**src/rtl/main_control_if.sv**
```systemverilog
// main_control_if: opcode/flag inputs and datapath control outputs of the multicycle RV32 controller
interface main_control_if;
  logic [6:0] op;
  logic       zero;
  logic       mem_ready;
  logic [1:0] alu_op;
  logic [1:0] alu_src_a;
  logic [1:0] alu_src_b;
  logic [1:0] result_src;
  logic       adr_src;
  logic       ir_write;
  logic       pc_write;
  logic       reg_write;
  logic       mem_write;
  logic       illegal_instr;
  logic [3:0] state;
  modport master (
    input  op, zero, mem_ready,
    output alu_op, alu_src_a, alu_src_b, result_src, adr_src,
           ir_write, pc_write, reg_write, mem_write, illegal_instr, state
  );
  modport slave (
    output op, zero, mem_ready,
    input  alu_op, alu_src_a, alu_src_b, result_src, adr_src,
           ir_write, pc_write, reg_write, mem_write, illegal_instr, state
  );
endinterface

```
**src/rtl/main_control_fsm.sv**
```systemverilog
// main_control_fsm: multicycle RV32 main controller (lw, sw, R, I, beq, jal; other opcodes trap)
module main_control_fsm #(
  parameter bit MEM_WAIT = 1'b1
) (
  input  logic          clk,
  input  logic          rst_n,
  main_control_if.master bus
);
  typedef enum logic [3:0] {
    FETCH = 4'd0, DECODE = 4'd1, MEMADR = 4'd2, MEMREAD = 4'd3,
    MEMWB = 4'd4, MEMWRITE = 4'd5, EXECR = 4'd6, EXECI = 4'd7,
    ALUWB = 4'd8, BEQ = 4'd9, JAL = 4'd10, TRAP = 4'd11
  } state_t;
  state_t state_q, state_d;
  logic   illegal_q, illegal_d;
  logic   rdy, pc_update, branch, ir_en, reg_en, mem_en;
  assign rdy = MEM_WAIT ? bus.mem_ready : 1'b1;
  always_comb begin
    state_d = state_q;
    case (state_q)
      FETCH:    state_d = rdy ? DECODE : FETCH;
      DECODE:   case (bus.op)
                  7'b0000011, 7'b0100011: state_d = MEMADR;
                  7'b0110011:             state_d = EXECR;
                  7'b0010011:             state_d = EXECI;
                  7'b1100011:             state_d = BEQ;
                  7'b1101111:             state_d = JAL;
                  default:                state_d = TRAP;
                endcase
      MEMADR:   state_d = (bus.op == 7'b0000011) ? MEMREAD : MEMWRITE;
      MEMREAD:  state_d = rdy ? MEMWB : MEMREAD;
      MEMWRITE: state_d = rdy ? FETCH : MEMWRITE;
      EXECR, EXECI, JAL: state_d = ALUWB;
      MEMWB, ALUWB, BEQ: state_d = FETCH;
      default:  state_d = TRAP;
    endcase
    illegal_d = illegal_q | (state_d == TRAP);
  end
  always_ff @(posedge clk or negedge rst_n) begin
    if (!rst_n) begin
      state_q   <= FETCH;
      illegal_q <= 1'b0;
    end else begin
      state_q   <= state_d;
      illegal_q <= illegal_d;
    end
  end
  always_comb begin
    bus.alu_op     = 2'b00;
    bus.alu_src_a  = 2'b00;
    bus.alu_src_b  = 2'b00;
    bus.result_src = 2'b00;
    bus.adr_src    = 1'b0;
    pc_update      = 1'b0;
    branch         = 1'b0;
    ir_en          = 1'b0;
    reg_en         = 1'b0;
    mem_en         = 1'b0;
    case (state_q)
      FETCH:    begin bus.alu_src_b = 2'b10; bus.result_src = 2'b10; ir_en = rdy; pc_update = rdy; end
      DECODE:   begin bus.alu_src_a = 2'b01; bus.alu_src_b = 2'b01; end
      MEMADR:   begin bus.alu_src_a = 2'b10; bus.alu_src_b = 2'b01; end
      MEMREAD:  bus.adr_src = 1'b1;
      MEMWB:    begin bus.result_src = 2'b01; reg_en = 1'b1; end
      MEMWRITE: begin bus.adr_src = 1'b1; mem_en = 1'b1; end
      EXECR:    begin bus.alu_src_a = 2'b10; bus.alu_op = 2'b10; end
      EXECI:    begin bus.alu_src_a = 2'b10; bus.alu_src_b = 2'b01; bus.alu_op = 2'b10; end
      ALUWB:    reg_en = 1'b1;
      BEQ:      begin bus.alu_src_a = 2'b10; bus.alu_op = 2'b01; branch = 1'b1; end
      JAL:      begin bus.alu_src_a = 2'b01; bus.alu_src_b = 2'b10; pc_update = 1'b1; end
      default:  ;
    endcase
    // strobes are suppressed combinationally while reset is asserted
    bus.ir_write      = rst_n & ir_en;
    bus.pc_write      = rst_n & (pc_update | (branch & bus.zero));
    bus.reg_write     = rst_n & reg_en;
    bus.mem_write     = rst_n & mem_en;
    bus.illegal_instr = illegal_q;
    bus.state         = state_q;
  end
endmodule

```
**src/flat_wrapper.sv**
```systemverilog
// flat-port wrapper written by rule: the top's interface ports become plain ports
module main_control_fsm_flat 
#(
  parameter bit MEM_WAIT = 1'b1
)
  (clk, rst_n, bus_op, bus_zero, bus_mem_ready, bus_alu_op, bus_alu_src_a, bus_alu_src_b, bus_result_src, bus_adr_src, bus_ir_write, bus_pc_write, bus_reg_write, bus_mem_write, bus_illegal_instr, bus_state);
  main_control_if bus_i ();
  input  logic clk;
  input  logic rst_n;
  input wire logic [$bits(bus_i.op)-1:0] bus_op;
  input wire logic [$bits(bus_i.zero)-1:0] bus_zero;
  input wire logic [$bits(bus_i.mem_ready)-1:0] bus_mem_ready;
  output wire logic [$bits(bus_i.alu_op)-1:0] bus_alu_op;
  output wire logic [$bits(bus_i.alu_src_a)-1:0] bus_alu_src_a;
  output wire logic [$bits(bus_i.alu_src_b)-1:0] bus_alu_src_b;
  output wire logic [$bits(bus_i.result_src)-1:0] bus_result_src;
  output wire logic [$bits(bus_i.adr_src)-1:0] bus_adr_src;
  output wire logic [$bits(bus_i.ir_write)-1:0] bus_ir_write;
  output wire logic [$bits(bus_i.pc_write)-1:0] bus_pc_write;
  output wire logic [$bits(bus_i.reg_write)-1:0] bus_reg_write;
  output wire logic [$bits(bus_i.mem_write)-1:0] bus_mem_write;
  output wire logic [$bits(bus_i.illegal_instr)-1:0] bus_illegal_instr;
  output wire logic [$bits(bus_i.state)-1:0] bus_state;
  assign bus_i.op = bus_op;
  assign bus_i.zero = bus_zero;
  assign bus_i.mem_ready = bus_mem_ready;
  assign bus_alu_op = bus_i.alu_op;
  assign bus_alu_src_a = bus_i.alu_src_a;
  assign bus_alu_src_b = bus_i.alu_src_b;
  assign bus_result_src = bus_i.result_src;
  assign bus_adr_src = bus_i.adr_src;
  assign bus_ir_write = bus_i.ir_write;
  assign bus_pc_write = bus_i.pc_write;
  assign bus_reg_write = bus_i.reg_write;
  assign bus_mem_write = bus_i.mem_write;
  assign bus_illegal_instr = bus_i.illegal_instr;
  assign bus_state = bus_i.state;
  main_control_fsm #(.MEM_WAIT(MEM_WAIT)) u_core (.clk(clk), .rst_n(rst_n), .bus(bus_i));
endmodule
```
**config.mk**
```make
export PLATFORM = sky130hd
export DESIGN_NAME = main_control_fsm_flat
export DESIGN_NICKNAME = d
export VERILOG_FILES = /design/src/rtl/main_control_if.sv /design/src/rtl/main_control_fsm.sv /design/src/flat_wrapper.sv
export SDC_FILE = /design/constraint.sdc
export NUM_CORES = 1
export LEC_CHECK = 0
export BUFFER_PORTS_ARGS = -buffer_cell sky130_fd_sc_hd__buf_2
export CAP_MARGIN = 20
export CORE_AREA = 2 2 39 41
export CTS_CLUSTER_DIAMETER = 60
export CTS_CLUSTER_SIZE = 10
export DETAILED_ROUTE_END_ITERATION = 8
export DIE_AREA = 0 0 41 43
export PLACE_DENSITY = 0.75
export SYNTH_ARGS = -nofsm -noshare
export SYNTH_HDL_FRONTEND = slang
export SYNTH_SLANG_ARGS = --single-unit
```
**constraint.sdc**
```tcl
create_clock -name clk -period 1.88 [get_ports clk]
set_clock_uncertainty 0.05 [all_clocks]
set_input_delay 0.376 -clock clk [delete_from_list [all_inputs] [get_ports clk]]
set_output_delay 0.376 -clock clk [all_outputs]
set_load 0.1 [all_outputs]
```
==> results of run 1 <==
[timing repair]
item / in CTS
hold buffers: 1
setup buffers: 11
gates resized for setup: 20
endpoints found under the hold margin: 5
endpoints found under the setup margin: 12
pin swaps: 6
[cell families after synthesis]
logic type | count (synthesis)
AO/OA/AOI/OAI | 23
flip-flops | 5
buffers and inverters | 12
XOR/XNOR | 3
AND/OR/NAND/NOR | 32
[through the flow]
stage	instance area, sq um	std cells	utilization, %	setup slack (ns)	hold slack [ns]
after CTS	1330	143	96.2	-0.289	0.410
after global placement	1130	127	81.8	0.0404	0.249
after floorplan	754	75	-	-1.07	0.0304
after detailed placement	1130	127	81.8	-0.0372	0.249
==> results.md, run 1 <==
* Chip height at between 40 and 50 um
* Post-synth ARST share at 100%
* Chip width at between 40 and 50 um
* Post-synth cell types at 32
* Synth Area in XOR/XNOR at between 4 and 5%
* Post-synthesis sequential area ratio at between 20% and 30%
* Std-Cell Rows at 14
* Largest net degree at the start of global routing at 17
* Post-Syn Instances at 75
* Longest Clk Path Bufs at 2
* H-Tree Depth at 1
* Synth Area in Simple Gates at 32.6%
* Clock sinks at 5
* Synth Cell Area at roughly 540 sq um
* Starting density of the core at around two fifths
* Mux cell area share after synthesis at 0%
* I/O Pins at 29
* I/O Buffers at 28
* Post-synth top area cell: dfrtp_1
* Synth top area cells: dfrtp_1, a21oi_1, nor2_1
* Run status: did not finish
* Worst endpoint after global-route timing repair: bus_pc_write
* Most frequent cell after synthesis: a21oi_1
* Synthesized-area fraction occupied by adder cells at 0%
* Post-synth top area share at 23.0%
* Total CTS buffers at 3
* YS warnings at 0
* Clock root buffer: clkbuf_4
* Top FF cell, synth: dfrtp_1
* Net Count, Synth at between 80 and 90
* Stop err: [ERROR DPL-0038] Utilization greater than 100%, impossible to legalize
* Largest family of logic cells by synthesized area: simple AND/OR/NAND/NOR gates
* FF+latch count, synth at 5
* Worst ep type: top-level output
* Post-synth EDFFs at 0
* DP HPWL at between 1500 and 2000 um
* Syn avg cell area at 7.26 sq um
* Top cells by count, synth: a21oi_1, nor2_1, nor3_1
* Synth Area in Compound Gates at between 20% and 30%
* Failed at: 5_1_grt
* Routability cong. at 0.924
==> run 2, diff against run 1 <==
- CORE_AREA: 2 2 39 41 -> 2 2 63 65
- CTS_CLUSTER_DIAMETER: 60 -> not set
- CTS_CLUSTER_SIZE: 10 -> not set
- DIE_AREA: 0 0 41 43 -> 0 0 65 67
- PLACE_DENSITY: 0.75 -> not set
- PLACE_DENSITY_LB_ADDON: not set -> 0.15
==> run 2 against run 1 <==
  * Synthesized cell count stayed put
  * Area after synthesis unchanged
  * The flow now finishes, with violations (setup timing)
==> results.md, run 2 <==
* Clock sinks at 5 (unchanged)
* Commonest non-fill, non-tap cells in the layout: buf_4, buf_2, buf_12
* Post-Syn Instances at 75 (unchanged)
* Cell area after placement at 1190 sq um (+4.9%)
* DIE AREA at 4360 sq um
* Top FF cell, synth: dfrtp_1
* Run status: finished, violations left
* Min Tclk post-route at approximately 2.1 ns
* Fmax at roughly 480 MHz
* Rel. slew slack at around 68%
* Min-Delay Path Class: primary input to asynchronous set/reset pin
* I/O Buffers at 28 (unchanged)
* Least-Margin Pin Slew at a little under 0.5 ns
* I/O Pins at 29 (unchanged)
* Final hold vios at 0
* First-pass GRT wire length at about 3400 um
* Core Area at around 3600 sq um
* Chip width at 65 um (+59%)
* Starting density of the core at 15.1% (-24 points)
* YS warnings at 0 (unchanged)
* Req. time, crit path at around 1.5 ns
* Share of layout cells above drive strength 1 at between 60% and 70%
* Clock root buffer: clkbuf_8
* Antenna diodes at 0
* Post-synth top area share at 23.0% (unchanged)
* Drt wl/cell at 11.5 um
* Longest Clk Path Bufs at 2 (unchanged)
* Post-synth cell types at 32 (unchanged)
* RSZ-0062 raised after global routing: true
* Endpoint type of the worst setup path: output port
* Final net count at ~130
* Worst EP arrival at ~1.7 ns
* Clock latency on the worst-skew pair at 0.22 ns
* # hold bufs at CTS at 0 (-1)
* Clock transition at path regs at about 0.030 ns
* Net Count, Synth at 86 (unchanged)
* H-Tree Depth at 1 (unchanged)
* Area Growth Syn to Fin at 139%
* Vias in the first global route at between 700 and 800
* Reg area at 140 sq um
* Top cells by count, synth: a21oi_1, nor2_1, nor3_1
* Critical Path Fanout Max at 2
* FF+latch count, synth at 5 (unchanged)
* Critical path type: flip-flop to output port
* Failing checks: setup timing
* Global-route usage over all layers at between 10 and 15%
* Fillers at 366
* Synth top area cells: dfrtp_1, a21oi_1, nor2_1
* Final ANT Viol Nets at 0
* Most frequent cell after synthesis: a21oi_1
* Vias per std cell at between 4 and 5
* Final worst setup slack at -0.204 ns
* Share of the clock period used by the worst path at 111%
* Critical Path Start Type: flip-flop
* Std-Cell Rows at 22 (+8)
* Iter 0 DRT Violations at 24
* Global route total overflow at 0
* Most common cell after layout, fill and taps aside: buf_4
* Total CTS buffers at 3 (unchanged)
* Post-synth ARST share at 100% (unchanged)
* WL final at approximately 1900 um
* DR DRC count at 0
* Initial antenna violation count at 0
* Drt pass-1 iters at 4
* Total number of vias at about 740
* Synth Cell Area at 544 sq um (unchanged)
* Final setup vio count at 8
* Slew Viols, Final at 0
* TritonCTS clock tree: yes
* Largest register FFs at 4
* Max Cap Violations at 0
* Post-synth EDFFs at 0 (unchanged)
* Post-synth top area cell: dfrtp_1
* Chip height at 67 um (+56%)
* DP HPWL at 1600 um (-3.0%)
* Largest net degree at the start of global routing at 13
* Routability cong. at 0.798 (-14%)
* Multi-input logic area at roughly 530 sq um
* Cell area after layout at 1300 sq um
* Post-synthesis sequential area ratio at 23.0% (unchanged)
* Syn avg cell area at 7.26 sq um (unchanged)
-- run 2: cell counts after synthesis --
Identical to the previous run, type by type.
-- run 2: stage by stage --
step	util [%]	instances	hold WS [ns]	setup WS (ns)	TNS, ns
floorplan	-	75	0.0304	-1.07	-5.95
global placement	32.9	159	0.263	0.00471	0
detailed placement	32.9	159	0.263	0.00111	0
CTS	35.4	167	0.0320	-0.233	-0.774
global route	36.0	168	0.0295	-0.283	-1.26
finish	36.0	168	0.0375	-0.204	-0.518
-- run 2: layer usage --
layer / global-route usage, % / vias to the layer above / wire length (um)
met5: 0 / - / 0
met2: 17.1 / 32 / 958
met3: 1.52 / 6 / 104
li1: - / 361 / -
met1: 12.1 / 342 / 831
met4: 5.59 / 0 / 39
-- run 2: path summary, 6_finish.rpt --
| kind | startpoint | to | slack (ns) | cells after the start |
|---|---|---|---|---|
| min in group clk | u_core.bus.illegal_instr | u_core.bus.illegal_instr | 0.41 | 1 |
| hold / removal | rst_n | u_core.bus.state[2] | 0.04 | 2 |
| setup / recovery | u_core.bus.state[0] | bus_pc_write | -0.20 | 5 |
| setup reg to reg | u_core.bus.state[2] | u_core.bus.illegal_instr | 0.15 | 7 |
| max in group asynchronous | rst_n | u_core.bus.state[0] | 1.62 | 2 |
| hold reg to reg | u_core.bus.illegal_instr | u_core.bus.illegal_instr | 0.41 | 1 |
-- run 2: cells by family (layout without fill, tap and decap cells) --
| family | after synthesis | count (layout) | synth area share (%) |
|---|---|---|---|
| and+or+nand+nor | 32 | 32 | 32.6 |
| AOI/OAI and AO/OA | 23 | 23 | 29.0 |
| buffers and inverters | 12 | 57 | 10.6 |
| DFF | 5 | 5 | 23.0 |
| xor gates and xnor gates | 3 | 3 | 4.83 |
-- run 2: final cells by class --
type	count	area share [%]
tap	48	4.62
clock buffer	4	3.47
timing repair buffer	47	38.5
multi-input combinational	58	40.8
inverter	6	1.73
sequential	5	10.8
-- run 2: what timing repair did --
item | in CTS | in global routing
gates resized for setup | 4 | 3
endpoints found under the hold margin | 0 | 0
pin swaps | 2 | 2
buffers inserted | 4 | 1
endpoints found under the setup margin | 10 | 12
-- run 2: worst max-delay path: stages, from the launching register on --
cell	delay, ns
dfrtp_4	0.45
or3_1	0.39
a21oi_2	0.15
a21oi_1	0.08
nor3_4	0.17
buf_12	0.20
Power of run 2 is left out: the tool's default activity adds up to more than one toggle a clock period on the data nets, which glitch-free logic cannot reach.
==> run 3, diff against run 2 <==
- ABC_AREA: not set -> 1
- REMOVE_ABC_BUFFERS: not set -> 1
==> run 3 against run 2 <==
  * The run now ends clean
  * Cell count is 8.3% higher
  * Critical path depth is 1 higher
  * Setup slack better by 0.24 ns
  * Maximum frequency is 13% higher
==> results.md, run 3 <==
* Fin Hold WS at 0.410 ns (+0.372 ns)
* Post-synth cell types at 14 (-56%)
* Routability cong. at 0.880 (+10%)
* Share of layout cells above drive strength 1 at 50.7% (-17 points)
* Share of the clock period used by the worst path at 98.2% (-13 points)
* Slew Viols, Final at 0 (unchanged)
* Cell area after placement at 938 sq um (-21%)
* Final net count at 146 (+11%)
* DIE AREA at 4360 sq um (unchanged)
* Core Area at 3610 sq um (unchanged)
* Most common cell after layout, fill and taps aside: nand2_1
* Total CTS buffers at 3 (unchanged)
* Top cells by count, synth: nand2_1, inv_1, nor2_1
* Initial antenna violation count at 0 (unchanged)
* Post-route insts no fill at 182 (+8.3%)
* Total number of vias at 691 (-6.7%)
* Min Tclk post-route at 1.85 ns (-0.238 ns)
* Logic pwr share at between 10% and 20%
* Post-synth ARST share at 100% (unchanged)
* CP peak stage delay at 0.45 ns (about the same)
* Drt pass-1 iters at 4 (unchanged)
* Post-Place Cells at 173 (+8.8%)
* Final hold vios at 0 (unchanged)
* DR DRC count at 0 (unchanged)
* DP HPWL at 1540 um (-3.7%)
* Reg area at 130 sq um (-7.1%)
* Syn avg cell area at 5.52 sq um (-24%)
* Slowest CP cell: dfrtp_2
* Crit path launch: u_core.bus.state[2]
* Post-synthesis sequential area ratio at 24.4% (+1.4 points)
* Run status: finished clean
* FF+latch count, synth at 5 (unchanged)
* Critical path type: flip-flop to output port
* Top FF cell, synth: dfrtp_1
* Chip height at 67 um (unchanged)
* Clock latency on the worst-skew pair at 0.22 ns (about the same)
* Crit-path cells: inv_4 > nand2_2 > nor2_2 > inv_2 > a31oi_4 > buf_12
* Vias per std cell at 3.80 (-14%)
* I/O Buffers at 28 (unchanged)
* Multi-input logic area at 387 sq um (-27%)
* Iter 0 DRT Violations at 16 (-33%)
* Min-Delay Path Class: flip-flop to flip-flop
* Synth Cell Area at 513 sq um (-5.7%)
* Chip width at 65 um (unchanged)
* Switching Fraction at 22.6%
* Commonest non-fill, non-tap cells in the layout: nand2_1, buf_2, inv_1
* FF-to-FF Start: u_core.bus.state[0]
* Final ANT Viol Nets at 0 (unchanged)
* YS warnings at 0 (unchanged)
* Starting density of the core at 14.2% (-0.87 points)
* Longest Clk Path Bufs at 2 (unchanged)
* P_sw at between 70 and 80 uW
* Clock transition at path regs at 0.03 ns (about the same)
* H-Tree Depth at 1 (unchanged)
* Rel. slew slack at 67.4% (-0.15 points)
* P_leak at ~0.52 nW
* Most frequent cell after synthesis: nand2_1
* Maximum vdd drop at between 0.2 and 0.25 mV
* Post-synth EDFFs at 0 (unchanged)
* Largest net degree at the start of global routing at 7 (-6)
* Vias in the first global route at 673 (-11%)
* Least-Margin Pin Slew at 0.493 ns (+0.00221 ns)
* TritonCTS clock tree: yes
* Critical Path Start Type: flip-flop
* First-pass GRT wire length at 2830 um (-18%)
* Pwr dens at around 310 nW/um^2
* Synth top area cells: dfrtp_1, nand2_1, inv_1
* Clock sinks at 5 (unchanged)
* Global-route usage over all layers at 8.13% (-1.9 points)
* Post-Route Utilization at 30.7% (-5.3 points)
* Cell area after layout at 1110 sq um (-15%)
* Post-synth top area share at 24.4% (+1.4 points)
* Fillers at 400 (+9.3%)
* Max Cap Violations at 0 (unchanged)
* Largest register FFs at 4 (unchanged)
* Req. time, crit path at 1.45 ns (about the same)
* I/O Pins at 29 (unchanged)
* Area Growth Syn to Fin at 116%
* Reg power frac at roughly a third
* Antenna diodes at 0 (unchanged)
* Post-synth top area cell: dfrtp_1
* Critical Path Fanout Max at 4 (+2)
* Hold wc startpoint: u_core.bus.illegal_instr
* Global route total overflow at 0 (unchanged)
* Clock root buffer: clkbuf_8
* Endpoint type of the worst setup path: output port
* Final setup vio count at 0 (-8)
* Share of power burned in the clock network at 54.9%
* Fmax at 542 MHz (+13%)
* Drt wl/cell at 9.42 um (-18%)
* Post-Syn Instances at 93 (+24%)
* Std-Cell Rows at 22 (unchanged)
* RSZ-0062 raised after global routing: true
* Worst EP arrival at 1.42 ns (-0.24 ns)
* WL final at 1720 um (-11%)
* Internal power at ~270 uW
==> run 3: cell count changes after synthesis, sizes merged, moves of 2 or more <==
cell	delta
nand3	+9
nor4	-4
nor3	-6
nor2	+11
a21oi	-10
xnor2	-2
nand2	+26
nand2b	-2
buf	-6
inv	+13
==> run 3: power groups by stage <==
| stage | Clock (mW) | Combinational, mW | Sequential, mW |
|---|---|---|---|
| after floorplan | 0 | 0.0129 | 0.120 |
| after global placement | 0 | 0.0395 | 0.112 |
| after detailed placement | 0 | 0.0400 | 0.112 |
| after CTS | 0.200 | 0.0421 | 0.111 |
| after global routing | 0.210 | 0.0491 | 0.112 |
| final | 0.191 | 0.0446 | 0.112 |
==> run 3: logic make-up (layout without fill, tap and decap cells) <==
logic type,Yosys count,count (layout),share of synthesized area (%)
DFF,5,5,24.4
buffers and inverters,19,60,13.9
and+or+nand+nor,63,63,54.6
AOI/OAI and AO/OA,6,6,7.07
==> run 3: worst paths after layout <==
path,depth (start not counted),end,slack [ns]
hold / removal,2,u_core.bus.illegal_instr,0.41
setup reg to reg,8,u_core.bus.illegal_instr,0.49
max in group asynchronous,2,u_core.bus.state[2],1.06
setup / recovery,6,bus_pc_write,0.03
hold reg to reg,2,u_core.bus.illegal_instr,0.41
min in group asynchronous,2,u_core.bus.illegal_instr,0.51
==> run 3: final cells by class <==
type                            count  area share, %
Timing Repair Buffer               37           37.0
Multi-Input combinational cell     69           34.9
Sequential cell                     5           11.7
Inverter                           19           6.88
Tap cell                           48           5.42
Clock buffer                        4           4.06
==> run 3: layer usage <==
layer	vias up	wire length [um]	share of wire (%)	global-route usage [%]
li1	371	-	-	-
met1	297	687	40	8.41
met2	23	879	51	15.2
met3	0	148	8.6	3.55
met4	0	0	0	1.60
met5	-	0	0	0
==> run 3: worst max-delay path: cells and delay by family (launching register included) <==
family	cells	cell delay, ns
AO/OA/AOI/OAI	1	0.17
flip-flops	1	0.45
AND/OR/NAND/NOR	2	0.22
buffers and inverters	3	0.35
==> run 3: metrics by stage <==
| step | setup slack, ns | setup TNS, ns | power, mW |
|---|---|---|---|
| CTS | -0.0447 | -0.0892 | 0.353 |
| floorplan | -2.71 | -19.14 | 0.133 |
| detailed placement | 0.120 | 0 | 0.152 |
| global route | -0.0162 | -0.0564 | 0.372 |
| finish | 0.0336 | 0 | 0.348 |
| global placement | 0.150 | 0 | 0.151 |
==> run 3: repair_timing <==
action                     CTS  global route
cloned                       0             0
pin swaps                    0             5
hold endpoints to repair     5             0
buffers inserted             0             4
hold buffers                 1             0
setup endpoints to repair    5             9
gates resized for setup      2            28
Note: power is estimated with default switching activity, not from simulation.
